### config.mk
export PLATFORM = sky130hd
export DESIGN_NAME = sat_counter
export DESIGN_NICKNAME = d
export VERILOG_FILES = /design/src/rtl/not16_checker_sat_counter.sv
export SDC_FILE = /design/constraint.sdc
export NUM_CORES = 1
export LEC_CHECK = 0
export ABC_AREA = 1
export ABC_CLOCK_PERIOD_IN_PS = 1800
export CORE_ASPECT_RATIO = 0.8
export CORE_MARGIN = 2
export CORE_UTILIZATION = 35
export DETAILED_ROUTE_END_ITERATION = 16
export HOLD_SLACK_MARGIN = 0.1
export MAX_ROUTING_LAYER = met4
export PLACE_DENSITY = 0.59
export SETUP_SLACK_MARGIN = 0.2
export SLEW_MARGIN = 20
export SYNTH_ARGS = -nofsm -noshare
export SYNTH_HDL_FRONTEND = slang
export SYNTH_SLANG_ARGS = --single-unit
### constraint.sdc
create_clock -name i_clk -period 1.8 [get_ports i_clk]
set_clock_uncertainty 0.05 [all_clocks]
set_input_delay 0.36 -clock i_clk [delete_from_list [all_inputs] [get_ports i_clk]]
set_output_delay 0.36 -clock i_clk [all_outputs]
set_load 0.05 [all_outputs]
### src/rtl/not16_checker_sat_counter.sv
// Saturating up-counter with synchronous clear.
// Holds at all-ones once reached.
module sat_counter #(
  parameter int CNT_W = 16
) (
  input  logic             i_clk,
  input  logic             i_reset,
  input  logic             i_clr,
  input  logic             i_inc,
  output logic [CNT_W-1:0] o_q
);

  logic [CNT_W-1:0] r_q;

  // count up on i_inc, stop at the ceiling
  always_ff @(posedge i_clk) begin
    if (i_reset || i_clr) begin
      r_q <= '0;
    end else if (i_inc && (r_q != '1)) begin
      r_q <= r_q + 1'b1;
    end
  end

  assign o_q = r_q;

endmodule

======== Yosys cells after proc, flatten, opt, wreduce, memory -nomap -nowiden ========
Cells that the tools add are included.
cells by class
  equal/unequal tests ..................... 1
  add/sub/neg operators ................... 1
  reductions and logical operators ........ 2
operators by type and width
  cell                   count
  $add 16x1->16 const B  1
  $ne 16x16->1 const B   1
  $logic_and 1x1->1      1
  $logic_or 1x1->1       1
word-level totals
  output and inout port bits .............. 16
  register bits ........................... 16
  input port bits ......................... 4

======== Longest topological paths before layout ========
Gate-level depths: netlist of run 1.
  depth in word-level cells ............... 2
  gate-level depth with buffers ........... 9

======== Worst setup path after synthesis of run 1 ========
OpenSTA, ideal clock, no wires.
  kind .................................... reg-to-reg
  from .................................... reg r_q[1], in the netlist o_q[1]
  to ...................................... reg r_q[13], in the netlist o_q[13]
  setup time .............................. 117 ps
  stages on the path, launching flop included .. 8
  data arrival time ....................... 1,653 ps
  setup slack ............................. -20 ps
  path through ............................ dfxtp_1 -> ha_1 -> nand2_1 -> nor2_2 -> nand4_2 -> buf_6 -> a21oi_1 -> nor2_1
on the way
  longest elaborated chain between the ends .. 2
  elaborated cells on any way between the ends .. 3
  those cells by class .................... 1 x add/sub; 1 x eq/ne; 1 x reduce/logical
ends and longest elaborated chain
  element                                                                RTL line  RTL
  from (decl)                                                            13        logic [CNT_W-1:0] r_q;
  from (signal assigned)                                                 20        r_q <= r_q + 1'b1;
  parallel branches: the longest is 2 deep, another holds $add 16x1->16  --
Parallel ways; which one is timed is not known.
A chain may end at the register's enable or synchronous reset.

======== Worst setup path after layout of run 1 ========
  from .................................... reg r_q[0], in the netlist o_q[0]
  to ...................................... reg r_q[2], in the netlist o_q[2]
The elaborated chain is that of the path after synthesis.

==> impl_metrics.json, run 1 <==
{
  "synth_seq_area_share": 0.3368,
  "antenna_found_initial": 0,
  "critPathMostFrequentCell": "nor2_4",
  "fin_crit_ns": 1.498,
  "dr.pass1.iters": 4,
  "final_antenna_net_count": 0,
  "drc": 0,
  "timing.setup.tns_ns": 0,
  "syn-num-nets": 154,
  "fin_util": 0.4851,
  "die_area_um2": 3152,
  "die_h_um": 50.62,
  "fillers": 257,
  "register_area_um2": 336.6,
  "largest_register_ffs": 16,
  "io_buffers": 19,
  "drtIter0Drc": 60,
  "initial_core_util": 0.3770,
  "crit_chain": "ha_1 -> nand2_1 -> nor2_4 -> nand2_2 -> nor2_4 -> nor2_2 -> a21oi_1 -> nor2_1",
  "wl_per_cell_um": 11.08,
  "vias": 983,
  "reg2reg_slack_ns": 0.30,
  "hp-class": "reg2reg",
  "multi_input_area_um2": 575.6,
  "finalSetupViolCount": 0,
  "min_to": "o_q[11]",
  "reg2reg_depth": 8,
  "cts_sinks": 16,
  "synth_cells": 149,
  "drive_gt1_frac": 0.2907,
  "core-area_um2": 2522,
  "fp-row-count": 16,
  "place_inst": 204,
  "grt_pass1_wl_mm": 3.939,
  "arrival_ns": 1.65,
  "layout_common_cells": "nand2_1 (38), nor2_1 (33), buf_4 (17)",
  "grt_use_total": 0.1620,
  "hold_viol": 0,
  "insertion_delay_ns": 0.29,
  "critical_path_class": "reg2reg",
  "viasPerCell": 4.726,
  "h-tree-depth": 1,
  "crit_family": "simple AND/OR/NAND/NOR gates",
  "layout_commonest_cell": "nand2_1",
  "grt_pass1_vias": 871,
  "fin_crit_sh": 0.8322,
  "cts.clk_slew.worst_paths_ns": 0.10,
  "critPathCaptureType": "flip-flop",
  "clock_path_buffers": 2,
  "dp_hpwl_mm": 1.747,
  "grt_start_max_net_pins": 17,
  "p_per_area_nw_per_um2": 533.8,
  "relSlewSlack": 0.8127,
  "wirelength_mm": 2.304,
  "fmax_ghz": 0.6676,
  "cp_num_buf_inv": 0,
  "avgSynthCellArea_um2": 6.382,
  "worst_path_max_delay_cell": "dfxtp_2",
  "min_path_cells": 2,
  "syn_area_um2": 950.9,
  "timing.rr.start": "o_q[0]",
  "path_max_fanout": 5,
  "cpPeakStageDelay_ns": 0.37,
  "cp_num_cells": 8,
  "status": "complete, no violations",
  "ctsRootBufferMaster": "clkbuf_4",
  "stdcell_count": 208,
  "cts_tree": "built",
  "syn_to_final_growth_pct": 28.68,
  "cts_buffers": 3,
  "total_power_w": 0.0006532,
  "antenna_cells": 0,
  "drv_slew": 0,
  "cp.required_ns": 1.95,
  "worstMarginPinSlew_ns": 0.2789,
  "gp_congestion": 0.7755,
  "max_cap_viol_count": 0,
  "io_pins": 20,
  "synthDistinctLibCells": 21,
  "ys_seq_elements": 16,
  "rsz0062_at_grt": "no",
  "synth_warnings": 0,
  "r2r_end": "o_q[2]",
  "nets": 178,
  "ctsHoldBuffers": 0,
  "startpoint_type": "flip-flop",
  "min-delay-start": "o_q[11]",
  "peakVddDrop_mv": 0.3474,
  "fp.dieW_um": 62.28,
  "grt_overflow_total": 0,
  "power.leakage_nw": 0.4822
}
[logic make-up after synthesis]
logic type	after synthesis	share of synthesized area
fa+ha+maj	1	0.01316
compound gates	14	0.08026
flops	16	0.3368
simple gates	102	0.4947
buf+inv	16	0.07499
[stage by stage]
stage	worst slack, ns	hold slack, ns	cell area, µm²
after CTS	0.2328	0.4667	1206
after detailed placement	0.1199	0.4476	1170
after floorplan	0.2041	0.4922	965.9
after global placement	0.1453	0.4397	1170
after global routing	0.1942	0.4990	1224
final	0.3020	0.4668	1224
[how the worst max path moves through the flow]
| stage | end | slack, ns | start |
|---|---|---|---|
| after global routing | o_q[0] | 0.19 | o_q[0] |
| after detailed placement | o_q[14] | 0.12 | i_inc |
| final | o_q[2] | 0.30 | o_q[0] |
| after CTS | o_q[13] | 0.23 | o_q[0] |
| after floorplan | o_q[13] | 0.20 | o_q[6] |
| after global placement | o_q[15] | 0.15 | i_inc |
[per-layer routing]
metal / wire (µm) / GRT usage
met1: 1154 / 0.2077
met2: 1009 / 0.2572
met4: 8 / 0.02222
met5: 0 / -
met3: 132 / 0.05381
[cells in the mapped netlist]
| library cell | instances | area, µm² |
|---|---|---|
| nor2_1 | 34 | 127.6 |
| nand4_2 | 1 | 12.51 |
| dfxtp_1 | 16 | 320.3 |
| nand4_1 | 3 | 18.77 |
| ha_1 | 1 | 12.51 |
| a21oi_1 | 9 | 45.04 |
| o21ai_2 | 1 | 8.760 |
| nor2_2 | 3 | 18.77 |
| nand2_2 | 3 | 18.77 |
| o21ai_0 | 3 | 15.01 |
| a21boi_1 | 1 | 7.510 |
| nor2_4 | 4 | 45.04 |
| inv_1 | 12 | 45.04 |
| inv_2 | 1 | 3.750 |
| nand2_4 | 1 | 11.26 |
| nor3_1 | 1 | 5.000 |
| buf_6 | 1 | 11.26 |
| clkinv_1 | 1 | 3.750 |
| nand3_1 | 14 | 70.07 |
| nand2_1 | 38 | 142.6 |
| buf_4 | 1 | 7.510 |
[cell type report]
type                            instances  area share
Clock buffer                            4     0.02965
Sequential cell                        16      0.2751
Inverter                               14     0.04294
Timing Repair Buffer                   21      0.1452
Multi-Input combinational cell        117      0.4703
Tap cell                               36     0.03681
[timing repair]
item / in CTS / in global routing
setup buffers: 0 / 0
endpoints found under the setup margin: 0 / 6
gates resized for setup: 0 / 4
[report_power, final]
group	total, W	internal (W)	switching, W
clock	0.000247	0.000123	0.000123
combinational	0.0000483	0.0000213	0.0000270
sequential	0.000358	0.000356	0.00000243
[worst register-to-register path: stages, from the launching register on]
cell and delay (ns):
dfxtp_2 0.37, ha_1 0.20, nand2_1 0.12, nor2_4 0.15, nand2_2 0.10, nor2_4 0.17, nor2_2 0.08, a21oi_1 0.13
nor2_1 0.05
Note: power is estimated with default switching activity, not from simulation.
==> run 2, diff against run 1 <==
--- a/config.mk
+++ b/config.mk
@@ -6,7 +6,7 @@
 export NUM_CORES = 1
 export LEC_CHECK = 0
 export ABC_AREA = 1
-export ABC_CLOCK_PERIOD_IN_PS = 1800
+export ABC_CLOCK_PERIOD_IN_PS = 1450
 export CORE_ASPECT_RATIO = 0.8
 export CORE_MARGIN = 2
 export CORE_UTILIZATION = 35
==> constraint.sdc (replaced) <==
create_clock -name i_clk -period 1.45 [get_ports i_clk]
set_clock_uncertainty 0.05 [all_clocks]
set_input_delay 0.29 -clock i_clk [delete_from_list [all_inputs] [get_ports i_clk]]
set_output_delay 0.29 -clock i_clk [all_outputs]
set_load 0.05 [all_outputs]
==> run 2 against run 1 <==
  * Sequential power up 20%
  * Largest power group unchanged
  * Total power is 26% higher
  * Routed wire length grew 16%
  * Design area increased by 40%
  * Hold slack better by 0.014 ns
  * Largest cell class unchanged
==> impl_metrics.json, run 2 (synthesis gave the netlist of run 1 again) <==
{
  "worst_path_max_delay_cell": "dfxtp_4",
  "io_pins": 20,
  "nets": 198,
  "startpoint_type": "flip-flop",
  "largest_register_ffs": 16,
  "drtIter0Drc": 34,
  "die_area_um2": 3152,
  "grt_start_max_net_pins": 13,
  "relSlewSlack": 0.8486,
  "finalSetupViolCount": 0,
  "grt_use_total": 0.1826,
  "antenna_found_initial": 0,
  "grt_overflow_total": 0,
  "timing.setup.tns_ns": 0,
  "max_cap_viol_count": 0,
  "cts_sinks": 16,
  "crit_chain": "ha_4 -> nand2_4 -> nor2_4 -> nand2_2 -> nor2_4 -> nor2_4 -> a21oi_2 -> nor2_1",
  "h-tree-depth": 1,
  "hp-class": "reg2reg",
  "vias": 1094,
  "cts_buffers": 3,
  "initial_core_util": 0.3770,
  "dp_hpwl_mm": 1.928,
  "fin_crit_ns": 1.417,
  "p_per_area_nw_per_um2": 480.2,
  "critPathCaptureType": "flip-flop",
  "rsz0062_at_grt": "yes",
  "critPathMostFrequentCell": "nor2_4",
  "grt_pass1_wl_mm": 4.360,
  "reg2reg_slack_ns": 0.03,
  "stdcell_count": 228,
  "clock_path_buffers": 2,
  "critical_path_class": "reg2reg",
  "layout_commonest_cell": "nand2_1",
  "crit_family": "simple AND/OR/NAND/NOR gates",
  "cts_tree": "built",
  "drc": 0,
  "antenna_cells": 0,
  "fp.dieW_um": 62.28,
  "fin_crit_sh": 0.9772,
  "core-area_um2": 2522,
  "place_inst": 214,
  "viasPerCell": 4.798,
  "cts.clk_slew.worst_paths_ns": 0.11,
  "status": "complete, no violations",
  "wirelength_mm": 2.668,
  "syn_to_final_growth_pct": 80.26,
  "dr.pass1.iters": 4,
  "power.leakage_nw": 0.6836,
  "layout_common_cells": "nand2_1 (35), nor2_1 (28), buf_12 (17)",
  "die_h_um": 50.62,
  "fp-row-count": 16,
  "gp_congestion": 0.8255,
  "worstMarginPinSlew_ns": 0.2263,
  "io_buffers": 19,
  "cpPeakStageDelay_ns": 0.40,
  "drive_gt1_frac": 0.4792,
  "peakVddDrop_mv": 0.3956,
  "fillers": 235,
  "wl_per_cell_um": 11.70,
  "cp.required_ns": 1.61,
  "cp_num_buf_inv": 0,
  "arrival_ns": 1.57,
  "fmax_ghz": 0.7057,
  "path_max_fanout": 5,
  "hold_viol": 0,
  "ctsRootBufferMaster": "clkbuf_4",
  "whs_ns": 0.4808,
  "grt_pass1_vias": 986,
  "final_antenna_net_count": 0,
  "drv_slew": 0,
  "ctsHoldBuffers": 0,
  "insertion_delay_ns": 0.30
}
run 2: cell count changes in the layout (fill, tap and decap cells not counted), sizes merged:
cell	previous run	this run
buf	18	38
run 2: worst paths after layout:
check | cells after the start | to | startpoint
worst max-delay path | 8 | o_q[2] | o_q[1]
worst min-delay path | 2 | o_q[11] | o_q[11]
worst max register to register | 8 | o_q[2] | o_q[1]
worst min register to register | 2 | o_q[11] | o_q[11]
run 2: report_power, final:
group	leakage, nW	internal, W	switching, W
Clock	0.0210	0.000153	0.000161
Combinational	0.523	0.0000393	0.0000387
Sequential	0.140	0.000427	0.00000467
run 2: metal layers:
| metal | track usage | vias up | wire length (µm) |
|---|---|---|---|
| met3 | 0.04709 | 4 | 109 |
| met1 | 0.2339 | 508 | 1330 |
| met4 | 0.04444 | 0 | 23 |
| li1 | - | 561 | - |
| met5 | - | - | 0 |
| met2 | 0.2917 | 21 | 1205 |
run 2: timing repair:
| item | in CTS | in global routing |
|---|---|---|
| setup endpoints to repair | 20 | 24 |
| setup buffers | 7 | 3 |
| resized for setup | 13 | 9 |
| pin swaps | 9 | 7 |
run 2: final cells by class:
type                            count  area (µm²)  area share
Clock buffer                        4       36.28     0.02117
Inverter                           14       53.80     0.03139
Sequential cell                    16       362.8      0.2117
Multi-Input combinational cell    117       665.6      0.3883
Timing Repair Buffer               41       550.5      0.3212
Tap cell                           36       45.04     0.02628
run 2: tightest hold or removal path, stage by stage (launching register included):
cell	delay [ns]
dfxtp_4	0.39
nand2_1	0.06
a21boi_1	0.05
run 2: per-stage QoR:
step           instance area, µm²  setup WS [ns]  utilization  total power (W)
2_1_floorplan                1045        0.02850            -        0.0004828
3_3_place_gp                 1524       -0.09911       0.6042        0.0005170
3_5_place_dp                 1524        -0.1255       0.6042        0.0005187
4_1_cts                      1662        0.06139       0.6587        0.0008352
5_1_grt                      1714       -0.02775       0.6796        0.0008630
6_report                     1714        0.03299       0.6796        0.0008231
